`src/rtl/dice_result_stabilizer_pkg.sv`:
```
// Shared class codes, FSM state type and counter sizing for the dice result stabilizer.
package dice_pkg;

    localparam logic [1:0] CLS_NONE = 2'd0;
    localparam logic [1:0] CLS_R    = 2'd1;
    localparam logic [1:0] CLS_G    = 2'd2;
    localparam logic [1:0] CLS_B    = 2'd3;

    typedef enum logic [1:0] {
        S_LOCK = 2'd0,
        S_ARM  = 2'd1,
        S_EMIT = 2'd2
    } stab_state_t;

    // Width that holds the larger of two frame-count limits without wrapping.
    function automatic int cnt_width(input int a, input int b);
        return $clog2(((a > b) ? a : b) + 1);
    endfunction

endpackage

```
`src/rtl/dice_result_stabilizer_if.sv`:
```
// Frame-count inputs and dice-result outputs between the camera path, stabilizer and game FSM.
interface dice_result_stabilizer_if #(
    parameter int CNT_W = 17
);
    logic             frame_done;
    logic [CNT_W-1:0] cnt_r;
    logic [CNT_W-1:0] cnt_g;
    logic [CNT_W-1:0] cnt_b;
    logic             dice_valid;
    logic [1:0]       dice_value;
    logic [1:0]       cand_value;
    logic             locked;

    modport master (
        output frame_done, cnt_r, cnt_g, cnt_b,
        input  dice_valid, dice_value, cand_value, locked
    );

    modport slave (
        input  frame_done, cnt_r, cnt_g, cnt_b,
        output dice_valid, dice_value, cand_value, locked
    );
endinterface

```
`src/rtl/dice_result_stabilizer_frame_classifier.sv`:
```
// Picks the dominant colour of a finished frame (ties favour R, then G) and
// registers its class code together with a one-cycle strobe.
module frame_classifier
    import dice_pkg::*;
#(
    parameter int CNT_W      = 17,
    parameter int PIX_THRESH = 2000
) (
    input  logic             clk,
    input  logic             reset,
    input  logic             frame_done,
    input  logic [CNT_W-1:0] cnt_r,
    input  logic [CNT_W-1:0] cnt_g,
    input  logic [CNT_W-1:0] cnt_b,
    output logic             class_stb,
    output logic [1:0]       class_code
);

    localparam logic [CNT_W-1:0] THRESH_C = CNT_W'(PIX_THRESH);

    logic [CNT_W-1:0] win_cnt_s;
    logic [1:0]       win_code_s;
    logic [1:0]       class_s;

    // Winner selection and threshold test.
    always_comb begin
        win_cnt_s  = cnt_r;
        win_code_s = CLS_R;
        class_s    = CLS_NONE;
        if ((cnt_r >= cnt_g) && (cnt_r >= cnt_b)) begin
            win_cnt_s  = cnt_r;
            win_code_s = CLS_R;
        end else if (cnt_g >= cnt_b) begin
            win_cnt_s  = cnt_g;
            win_code_s = CLS_G;
        end else begin
            win_cnt_s  = cnt_b;
            win_code_s = CLS_B;
        end
        if (win_cnt_s >= THRESH_C) begin
            class_s = win_code_s;
        end else begin
            class_s = CLS_NONE;
        end
    end

    // Classification output register.
    always_ff @(posedge clk or posedge reset) begin
        if (reset) begin
            class_stb  <= 1'b0;
            class_code <= CLS_NONE;
        end else begin
            class_stb <= frame_done;
            if (frame_done) begin
                class_code <= class_s;
            end else begin
                class_code <= class_code;
            end
        end
    end

endmodule

```
`src/rtl/dice_result_stabilizer.sv`:
```
// Accepts one dice roll once a colour class is stable for STABLE_FRAMES frames,
// then stays locked until CLEAR_FRAMES consecutive empty frames are seen.
module dice_result_stabilizer
    import dice_pkg::*;
#(
    parameter int CNT_W         = 17,
    parameter int PIX_THRESH    = 2000,
    parameter int STABLE_FRAMES = 8,
    parameter int CLEAR_FRAMES  = 4
) (
    input  logic                     clk,
    input  logic                     reset,
    dice_result_stabilizer_if.slave  bus
);

    localparam int            CW       = cnt_width(STABLE_FRAMES, CLEAR_FRAMES);
    localparam logic [CW-1:0] STAB_C   = CW'(STABLE_FRAMES);
    localparam logic [CW-1:0] CLR_C    = CW'(CLEAR_FRAMES);
    localparam logic [CW-1:0] CNT_ZERO = {CW{1'b0}};
    localparam logic [CW-1:0] CNT_ONE  = CW'(1'b1);

    logic        class_stb_s;
    logic [1:0]  class_code_s;

    stab_state_t state_r, state_nxt_s;
    logic [CW-1:0] clr_cnt_r, clr_nxt_s, clr_upd_s;
    logic [CW-1:0] stab_cnt_r, stab_nxt_s, stab_upd_s;
    logic [1:0]  cand_r, cand_nxt_s, cand_upd_s;
    logic        dice_valid_r;
    logic [1:0]  dice_value_r;
    logic        locked_r;

    frame_classifier #(
        .CNT_W      (CNT_W),
        .PIX_THRESH (PIX_THRESH)
    ) u_classifier (
        .clk        (clk),
        .reset      (reset),
        .frame_done (bus.frame_done),
        .cnt_r      (bus.cnt_r),
        .cnt_g      (bus.cnt_g),
        .cnt_b      (bus.cnt_b),
        .class_stb  (class_stb_s),
        .class_code (class_code_s)
    );

    // Next-state and counter update, evaluated once per classified frame.
    always_comb begin
        state_nxt_s = state_r;
        clr_nxt_s   = clr_cnt_r;
        stab_nxt_s  = stab_cnt_r;
        cand_nxt_s  = cand_r;
        clr_upd_s   = clr_cnt_r;
        stab_upd_s  = stab_cnt_r;
        cand_upd_s  = cand_r;
        case (state_r)
            S_LOCK: begin
                if (class_stb_s) begin
                    if (class_code_s != CLS_NONE) begin
                        clr_upd_s = CNT_ZERO;
                    end else if (clr_cnt_r < CLR_C) begin
                        clr_upd_s = clr_cnt_r + CNT_ONE;
                    end else begin
                        clr_upd_s = clr_cnt_r;
                    end
                    if (clr_upd_s == CLR_C) begin
                        state_nxt_s = S_ARM;
                        clr_nxt_s   = CNT_ZERO;
                        stab_nxt_s  = CNT_ZERO;
                        cand_nxt_s  = CLS_NONE;
                    end else begin
                        clr_nxt_s = clr_upd_s;
                    end
                end else begin
                    clr_nxt_s = clr_cnt_r;
                end
            end
            S_ARM: begin
                if (class_stb_s) begin
                    // An empty frame breaks the run but keeps the candidate for the LED.
                    if (class_code_s == CLS_NONE) begin
                        stab_upd_s = CNT_ZERO;
                        cand_upd_s = cand_r;
                    end else if ((class_code_s == cand_r) && (stab_cnt_r != CNT_ZERO)) begin
                        stab_upd_s = (stab_cnt_r < STAB_C) ? (stab_cnt_r + CNT_ONE) : stab_cnt_r;
                        cand_upd_s = cand_r;
                    end else begin
                        stab_upd_s = CNT_ONE;
                        cand_upd_s = class_code_s;
                    end
                    stab_nxt_s = stab_upd_s;
                    cand_nxt_s = cand_upd_s;
                    if (stab_upd_s == STAB_C) begin
                        state_nxt_s = S_EMIT;
                    end else begin
                        state_nxt_s = S_ARM;
                    end
                end else begin
                    state_nxt_s = S_ARM;
                end
            end
            S_EMIT: begin
                state_nxt_s = S_LOCK;
                clr_nxt_s   = CNT_ZERO;
            end
            default: begin
                state_nxt_s = S_LOCK;
                clr_nxt_s   = CNT_ZERO;
                stab_nxt_s  = CNT_ZERO;
                cand_nxt_s  = CLS_NONE;
            end
        endcase
    end

    // State, counters and output registers; outputs follow the next state so
    // dice_valid is high exactly during the S_EMIT cycle.
    always_ff @(posedge clk or posedge reset) begin
        if (reset) begin
            state_r      <= S_LOCK;
            clr_cnt_r    <= CNT_ZERO;
            stab_cnt_r   <= CNT_ZERO;
            cand_r       <= CLS_NONE;
            dice_valid_r <= 1'b0;
            dice_value_r <= CLS_NONE;
            locked_r     <= 1'b1;
        end else begin
            state_r      <= state_nxt_s;
            clr_cnt_r    <= clr_nxt_s;
            stab_cnt_r   <= stab_nxt_s;
            cand_r       <= cand_nxt_s;
            dice_valid_r <= (state_nxt_s == S_EMIT);
            locked_r     <= (state_nxt_s == S_LOCK);
            if (state_nxt_s == S_EMIT) begin
                dice_value_r <= cand_nxt_s;
            end else begin
                dice_value_r <= dice_value_r;
            end
        end
    end

    assign bus.dice_valid = dice_valid_r;
    assign bus.dice_value = dice_value_r;
    assign bus.cand_value = cand_r;
    assign bus.locked     = locked_r;

endmodule

```
`src/flat_wrapper.sv`:
```
// flat-port wrapper written by rule: the top's interface ports become plain ports
module dice_result_stabilizer_flat import dice_pkg::*;
#(
    parameter int CNT_W         = 17,
    parameter int PIX_THRESH    = 2000,
    parameter int STABLE_FRAMES = 8,
    parameter int CLEAR_FRAMES  = 4
)
  (clk, reset, bus_frame_done, bus_cnt_r, bus_cnt_g, bus_cnt_b, bus_dice_valid, bus_dice_value, bus_cand_value, bus_locked);
  dice_result_stabilizer_if #(.CNT_W(CNT_W)) bus_i ();
  input  logic clk;
  input  logic reset;
  input wire logic [$bits(bus_i.frame_done)-1:0] bus_frame_done;
  input wire logic [$bits(bus_i.cnt_r)-1:0] bus_cnt_r;
  input wire logic [$bits(bus_i.cnt_g)-1:0] bus_cnt_g;
  input wire logic [$bits(bus_i.cnt_b)-1:0] bus_cnt_b;
  output wire logic [$bits(bus_i.dice_valid)-1:0] bus_dice_valid;
  output wire logic [$bits(bus_i.dice_value)-1:0] bus_dice_value;
  output wire logic [$bits(bus_i.cand_value)-1:0] bus_cand_value;
  output wire logic [$bits(bus_i.locked)-1:0] bus_locked;
  assign bus_i.frame_done = bus_frame_done;
  assign bus_i.cnt_r = bus_cnt_r;
  assign bus_i.cnt_g = bus_cnt_g;
  assign bus_i.cnt_b = bus_cnt_b;
  assign bus_dice_valid = bus_i.dice_valid;
  assign bus_dice_value = bus_i.dice_value;
  assign bus_cand_value = bus_i.cand_value;
  assign bus_locked = bus_i.locked;
  dice_result_stabilizer #(.CNT_W(CNT_W), .PIX_THRESH(PIX_THRESH), .STABLE_FRAMES(STABLE_FRAMES), .CLEAR_FRAMES(CLEAR_FRAMES)) u_core (.clk(clk), .reset(reset), .bus(bus_i));
endmodule
```
`config.mk`:
```
export PLATFORM = sky130hd
export DESIGN_NAME = dice_result_stabilizer_flat
export DESIGN_NICKNAME = d
export VERILOG_FILES = /design/src/rtl/dice_result_stabilizer_pkg.sv /design/src/rtl/dice_result_stabilizer_if.sv /design/src/rtl/dice_result_stabilizer_frame_classifier.sv /design/src/rtl/dice_result_stabilizer.sv /design/src/flat_wrapper.sv
export SDC_FILE = /design/constraint.sdc
export NUM_CORES = 1
export LEC_CHECK = 0
export ABC_AREA = 0
export BUFFER_PORTS_ARGS = -buffer_cell sky130_fd_sc_hd__clkbuf_2
export CORE_MARGIN = 3
export CORE_UTILIZATION = 45
export CTS_CLUSTER_DIAMETER = 30
export DETAILED_ROUTE_END_ITERATION = 8
export HOLD_SLACK_MARGIN = 0.05
export PLACE_DENSITY_LB_ADDON = 0.25
export REMOVE_ABC_BUFFERS = 1
export SYNTH_ARGS = -nofsm -noshare
export SYNTH_HDL_FRONTEND = slang
export SYNTH_SLANG_ARGS = --single-unit
export TNS_END_PERCENT = 20
```
`constraint.sdc`:
```
create_clock -name clk -period 2 [get_ports clk]
set_input_delay 0.3 -clock clk [delete_from_list [all_inputs] [get_ports clk]]
set_output_delay 0.3 -clock clk [all_outputs]
set_load 0.05 [all_outputs]
```
==> results.ini, run 1 <==
[layout]
nets=477
drive_gt1_share_pct=33.2
instances_no_fill=435
finalInstanceArea_sq_um=3080
diodes=0
syn2layout_area_growth_pct=29.8

[placed_design]
gp_congestion=0.893
dp_hpwl_um=5040
io_buffers=59
placed_cells=427
place_area_sq_um=2960

[sta]
tns_ns=0
clock_skew_ns=0.00187
drv_slew=0
period_share_pct=97.4
holdWs_ns=0.136
finalHoldViolations=0
grt_setup_unrepaired=true
max_freq_ghz=0.513
setup_viol=0
tightest_slew_ns=0.720
finalCriticalPeriod_ns=1.95
slew_headroom_pct=52.0

[setup_path]
cp-end-kind=flip-flop
path_cells=ha_2 > xor2_1 > or3_1 > o31ai_2 > nand3_2 > nor2_4 > mux2_4
r2r_end=u_core.bus.dice_value[1]$_DFFE_PP0P_
rr_startpoint=u_core.stab_cnt_r[0]$_DFFE_PP0P_
crit_type=flip-flop to flip-flop
worstPathMaxFanout=4
reg2reg_depth=7
cp-start-kind=flip-flop
slowest_delay_ns=0.43
cp.arrival_ns=2.09
cp-endpoint=u_core.bus.dice_value[1]$_DFFE_PP0P_
setup.worst_path.start=u_core.stab_cnt_r[0]$_DFFE_PP0P_
ff2ff_setup_slack_ns=0.05
required_ns=2.14
slowest_stage=dfrtp_1

[detailed_routing]
detail_route.vias_per_cell=5.28
dr_total_vias=2297
postRouteAntennaNets=0
drtIter0Drc=76
drc=0
dr.pass1.iters=4
wl_um=5830
wl_per_cell_um=13.4

[synth]
yosysTopAreaCell=ha_1
yosysSeqAreaShare_pct=20.1
ys_ff_latch=19
async_flop_share_pct=100
synth_area_sq_um=2370
yosys_warnings=0
synth_top_area_share_pct=28.5
synth-edff-count=0
synthTopCellsByArea=ha_1 (28%), dfrtp_1 (19%), inv_1 (6.2%), a21oi_1 (3.2%), nor2_1 (2.8%)
syn_area_per_cell_sq_um=8.67
postSynthCellCount=274
synth_cell_types=59
synthFlopType=dfrtp_1

[global_routing]
antenna_found_initial=0
track_usage_pct=18.8
grt_pass1_vias=2247
grt_max_degree=20
grt_pass1_wl_um=9560
overflow=0

[clocking]
cts_tree=yes
clkTransAtPathRegs_ns=0.07
htreeDepth=1
clockRootBuffer=clkbuf_8
clockBufferDepth=2
numCtsBuffers=3
clock_sinks=19
worstSkewPairLatency_ns=0.25

[floorplan]
fp-row-count=25
die_x_um=78.6
die_h_um=78.6
dieArea_sq_um=6190
ios=60
start_util_pct=48.4
fp.coreArea_sq_um=4910

[hold_path]
hold_class=input pin to asynchronous set/reset pin

[outcome]
status=finished, final reports clean

[power]
max-vdd-ir-drop_mv=0.194
power_density_nw_per_um2=398
leakage_uw=0.00161

[run]
cap_violations=0

flip-flops by register name, summed over array words and instances (netlist names):
| register | flops |
|---|---|
| u_core.stab_cnt_r | 4 |
| u_core.bus.dice_value | 2 |
| u_core.bus.locked | 1 |
| u_core.bus.cand_value | 2 |
| u_core.u_classifier.class_stb | 1 |
| u_core.state_r | 2 |
| u_core.clr_cnt_r | 4 |
| u_core.bus.dice_valid | 1 |
| u_core.u_classifier.class_code | 2 |
power breakdown:
group	total [uW]	leakage, uW	switching [uW]	internal [uW]
clock	266	0.0000255	128	138
sequential	441	0.000253	34.3	407
combinational	518	0.00133	269	249
worst min path at each step:
stage               slack [ns]  startpoint                            endpoint
CTS                       0.16       reset    u_core.stab_cnt_r[0]$_DFFE_PP0P_
floorplan                 0.25       reset  u_core.bus.cand_value[0]$_DFF_PP0_
global placement          0.44       reset    u_core.stab_cnt_r[3]$_DFFE_PP0P_
finish                    0.14       reset    u_core.stab_cnt_r[0]$_DFFE_PP0P_
detailed placement        0.44       reset    u_core.stab_cnt_r[0]$_DFFE_PP0P_
global route              0.20       reset    u_core.stab_cnt_r[0]$_DFFE_PP0P_
cells in the final DEF, fill, tap and decap left out, types with 4 or more instances in the layout:
cell type / count
a2111oi_0: 4
a211oi_1: 6
a21o_1: 5
a21oi_1: 14
buf_4: 34
clkbuf_2: 59
clkinv_1: 4
dfrtp_1: 18
ha_1: 52
inv_1: 38
nand2_1: 14
nand3_1: 7
nand4_1: 6
nor2_1: 18
nor2b_1: 4
o21ai_0: 8
o21ai_1: 10
cell families after synthesis:
family | Yosys count | share of synthesized area (%)
adders and majority gates | 54 | 28.5
xor gates and xnor gates | 4 | 1.48
muxes | 3 | 1.90
buffers and inverters | 46 | 7.43
and+or+nand+nor | 74 | 18.2
AOI/OAI and AO/OA | 74 | 22.5
DFF | 19 | 20.1
cell usage after synthesis, drive strengths merged (3+ instances only):
cell type  number
nand3           9
dfrtp          18
nand4           6
a2111oi         5
mux2            3
clkinv          4
nor3b           3
a211oi          7
o211ai          3
nand2          14
o21ai          20
nor3            3
a21oi          16
nor2           20
buf             3
ha             54
a21o            5
inv            39
nor2b           4
and3            3
xor2            3
metrics by stage:
| step | setup slack [ns] | power [uW] | util, % |
|---|---|---|---|
| 2_1_floorplan | 0.0850 | 737 | - |
| 3_3_place_gp | -0.129 | 930 | 60.4 |
| 3_5_place_dp | -0.162 | 945 | 60.4 |
| 4_1_cts | 0.00127 | 1220 | 61.7 |
| 5_1_grt | -0.0219 | 1320 | 62.8 |
| 6_report | 0.0518 | 1230 | 62.8 |
final cells by class:
class | count | area [sq um]
Fill cell | 449 | 1830
Tap cell | 67 | 83.8
Inverter | 43 | 161
Multi-Input combinational cell | 209 | 1760
Clock inverter | 1 | 5.00
Timing Repair Buffer | 93 | 551
Sequential cell | 19 | 477
Clock buffer | 3 | 41.3
routing by layer:
metal,wire (um),up-vias,GRT usage [%]
li1,-,1205,-
met5,0,-,0
met4,73,0,4.55
met1,2570,1040,23.8
met2,3010,46,34.4
met3,170,6,1.38
timing repair:
item	4_1_cts	5_1_grt
pin swaps	3	2
setup buffers	2	2
hold buffers	0	0
endpoints found under the hold margin	0	0
gates resized for setup	1	7
setup endpoints to repair	2	6
critical path, delay by kind of cell, from the launching register on:
| kind | cells | cell delay, ns |
|---|---|---|
| AO/OA/AOI/OAI | 1 | 0.09 |
| XOR/XNOR | 1 | 0.15 |
| adder cells (fa/ha/maj) | 1 | 0.22 |
| flip-flops | 1 | 0.43 |
| multiplexers | 1 | 0.31 |
| AND/OR/NAND/NOR | 3 | 0.64 |
No activity file was read; power rests on OpenSTA's default activity.
==> run 2, diff against run 1 <==
--- a/config.mk
+++ b/config.mk
@@ -6,12 +6,12 @@
 export NUM_CORES = 1
 export LEC_CHECK = 0
 export ABC_AREA = 0
-export BUFFER_PORTS_ARGS = -buffer_cell sky130_fd_sc_hd__clkbuf_2
 export CORE_MARGIN = 3
 export CORE_UTILIZATION = 45
 export CTS_CLUSTER_DIAMETER = 30
 export DETAILED_ROUTE_END_ITERATION = 8
-export HOLD_SLACK_MARGIN = 0.05
+export DONT_BUFFER_PORTS = 1
+export HOLD_SLACK_MARGIN = 0.02
 export PLACE_DENSITY_LB_ADDON = 0.25
 export REMOVE_ABC_BUFFERS = 1
 export SYNTH_ARGS = -nofsm -noshare
==> results.ini, run 2 (synthesis gave the netlist of run 1 again) <==
[outcome]
status=finished, final reports clean

[power]
power_density_nw_per_um2=428
power.switching_uw=403
switching_share_pct=34.7
max-vdd-ir-drop_mv=0.264
pwr-share-comb_pct=38.8
internal_power_uw=760
seqPwrFrac_pct=38.0
leakage_uw=0.00129
clock_power_share_pct=23.3

[floorplan]
ios=60
start_util_pct=48.4
die_x_um=78.6
die_h_um=78.6
fp-row-count=25
fp.coreArea_sq_um=4910
dieArea_sq_um=6190

[global_routing]
track_usage_pct=19.2
antenna_found_initial=0
grt_max_degree=20
overflow=0
grt_pass1_wl_um=9630
grt_pass1_vias=2116

[setup_path]
crit_type=flip-flop to flip-flop
r2r_end=u_core.bus.dice_value[1]$_DFFE_PP0P_
cp-start-kind=flip-flop
rr_startpoint=u_core.stab_cnt_r[0]$_DFFE_PP0P_
path_buf_inv=1
slowest_stage=dfrtp_1
ff2ff_setup_slack_ns=0.04
path_cells=inv_2 > ha_4 > or3_4 > o31ai_2 > nand3_2 > nor2_4 > mux2_4
cp.arrival_ns=2.10
worstPathMaxFanout=3
slowest_delay_ns=0.44
cp-end-kind=flip-flop
reg2reg_depth=7
required_ns=2.15
critical_path.top_delay_family=simple AND/OR/NAND/NOR gates

[sta]
period_share_pct=97.8
finalCriticalPeriod_ns=1.96
final.setup.worst_slack_ns=0.0432
finalHoldViolations=0
drv_slew=0
max_freq_ghz=0.511
tightest_slew_ns=0.718
slew_headroom_pct=52.1
grt_setup_unrepaired=true
setup_viol=0
clock_skew_ns=0.00305

[placed_design]
gp_congestion=0.927
place_area_sq_um=2560
dp_hpwl_um=4890
io_buffers=0
placed_cells=354
dp_slack_ns=-0.0864

[clocking]
numCtsBuffers=3
cts_tree=yes
clkTransAtPathRegs_ns=0.07
clockRootBuffer=clkbuf_8
worstSkewPairLatency_ns=0.26
holdBufCountCts=0
clockBufferDepth=2
htreeDepth=1
clock_sinks=19

[layout]
final_common_cell=ha_1
final_cell_mix=ha_1 (51), inv_1 (37), buf_4 (19)
reg.largest.list=u_core.clr_cnt_r: 4 flops, u_core.stab_cnt_r: 4 flops
diodes=0
syn2layout_area_growth_pct=14.5
nets=403
finalInstanceArea_sq_um=2720
drive_gt1_share_pct=18.4
instances_no_fill=361

[detailed_routing]
postRouteAntennaNets=0
drtIter0Drc=63
wl_per_cell_um=15.7
dr.pass1.iters=6
detail_route.vias_per_cell=5.56
drc=0
dr_total_vias=2008
wl_um=5660

[hold_path]
hold_class=input pin to asynchronous set/reset pin

[run]
cap_violations=0

-- run 2: metrics by stage --
step	TNS, ns	hold WS (ns)	utilization, %	total power, uW
after floorplan	0	0.250	-	737
after global placement	-0.0510	0.332	52.2	842
after detailed placement	-0.0865	0.332	52.2	856
after CTS	0	0.0576	53.3	1140
after global routing	-0.169	0.0535	55.4	1260
final	0	0.0435	55.4	1160
-- run 2: worst max path at each step --
stage                                          start                                       endpoint  slack, ns  depth (start not counted)
floorplan                              bus_cnt_g[11]  u_core.u_classifier.class_code[0]$_DFFE_PP0P_       0.08                          8
global placement                        bus_cnt_g[4]  u_core.u_classifier.class_code[0]$_DFFE_PP0P_      -0.05                          9
detailed placement                      bus_cnt_g[4]  u_core.u_classifier.class_code[0]$_DFFE_PP0P_      -0.09                          9
CTS                 u_core.stab_cnt_r[1]$_DFFE_PP0P_           u_core.bus.dice_value[1]$_DFFE_PP0P_       0.01                          7
global route         u_core.clr_cnt_r[0]$_DFFE_PP0P_               u_core.stab_cnt_r[1]$_DFFE_PP0P_      -0.05                          7
finish              u_core.stab_cnt_r[0]$_DFFE_PP0P_           u_core.bus.dice_value[1]$_DFFE_PP0P_       0.04                          7
-- run 2: power by group through the flow --
stage	clock [uW]	combinational [uW]	sequential, uW
after floorplan	0	277	460
after global routing	291	519	446
after CTS	281	422	435
after global placement	0	399	443
final	271	451	442
after detailed placement	0	412	444
-- run 2: timing repair --
item | CTS | global route
setup endpoints to repair | 2 | 8
cloned | 0 | 0
pin swaps | 1 | 9
buffers inserted | 1 | 2
gates resized for setup | 0 | 16
-- run 2: routing by layer --
| layer | wire [um] | GRT usage [%] | vias to the layer above |
|---|---|---|---|
| met1 | 2440 | 23.3 | 910 |
| li1 | - | - | 1043 |
| met3 | 334 | 4.36 | 2 |
| met4 | 25 | 4.20 | 0 |
| met5 | 0 | 0 | - |
| met2 | 2860 | 34.2 | 53 |
-- run 2: area by class of cell --
cell class	count	area, sq um
multi-input combinational	209	1810
fill	485	2190
clock buffer	3	41.3
inverter	43	161
clock inverter	1	5.00
sequential	19	478
tap	67	83.8
timing repair buffer	19	143
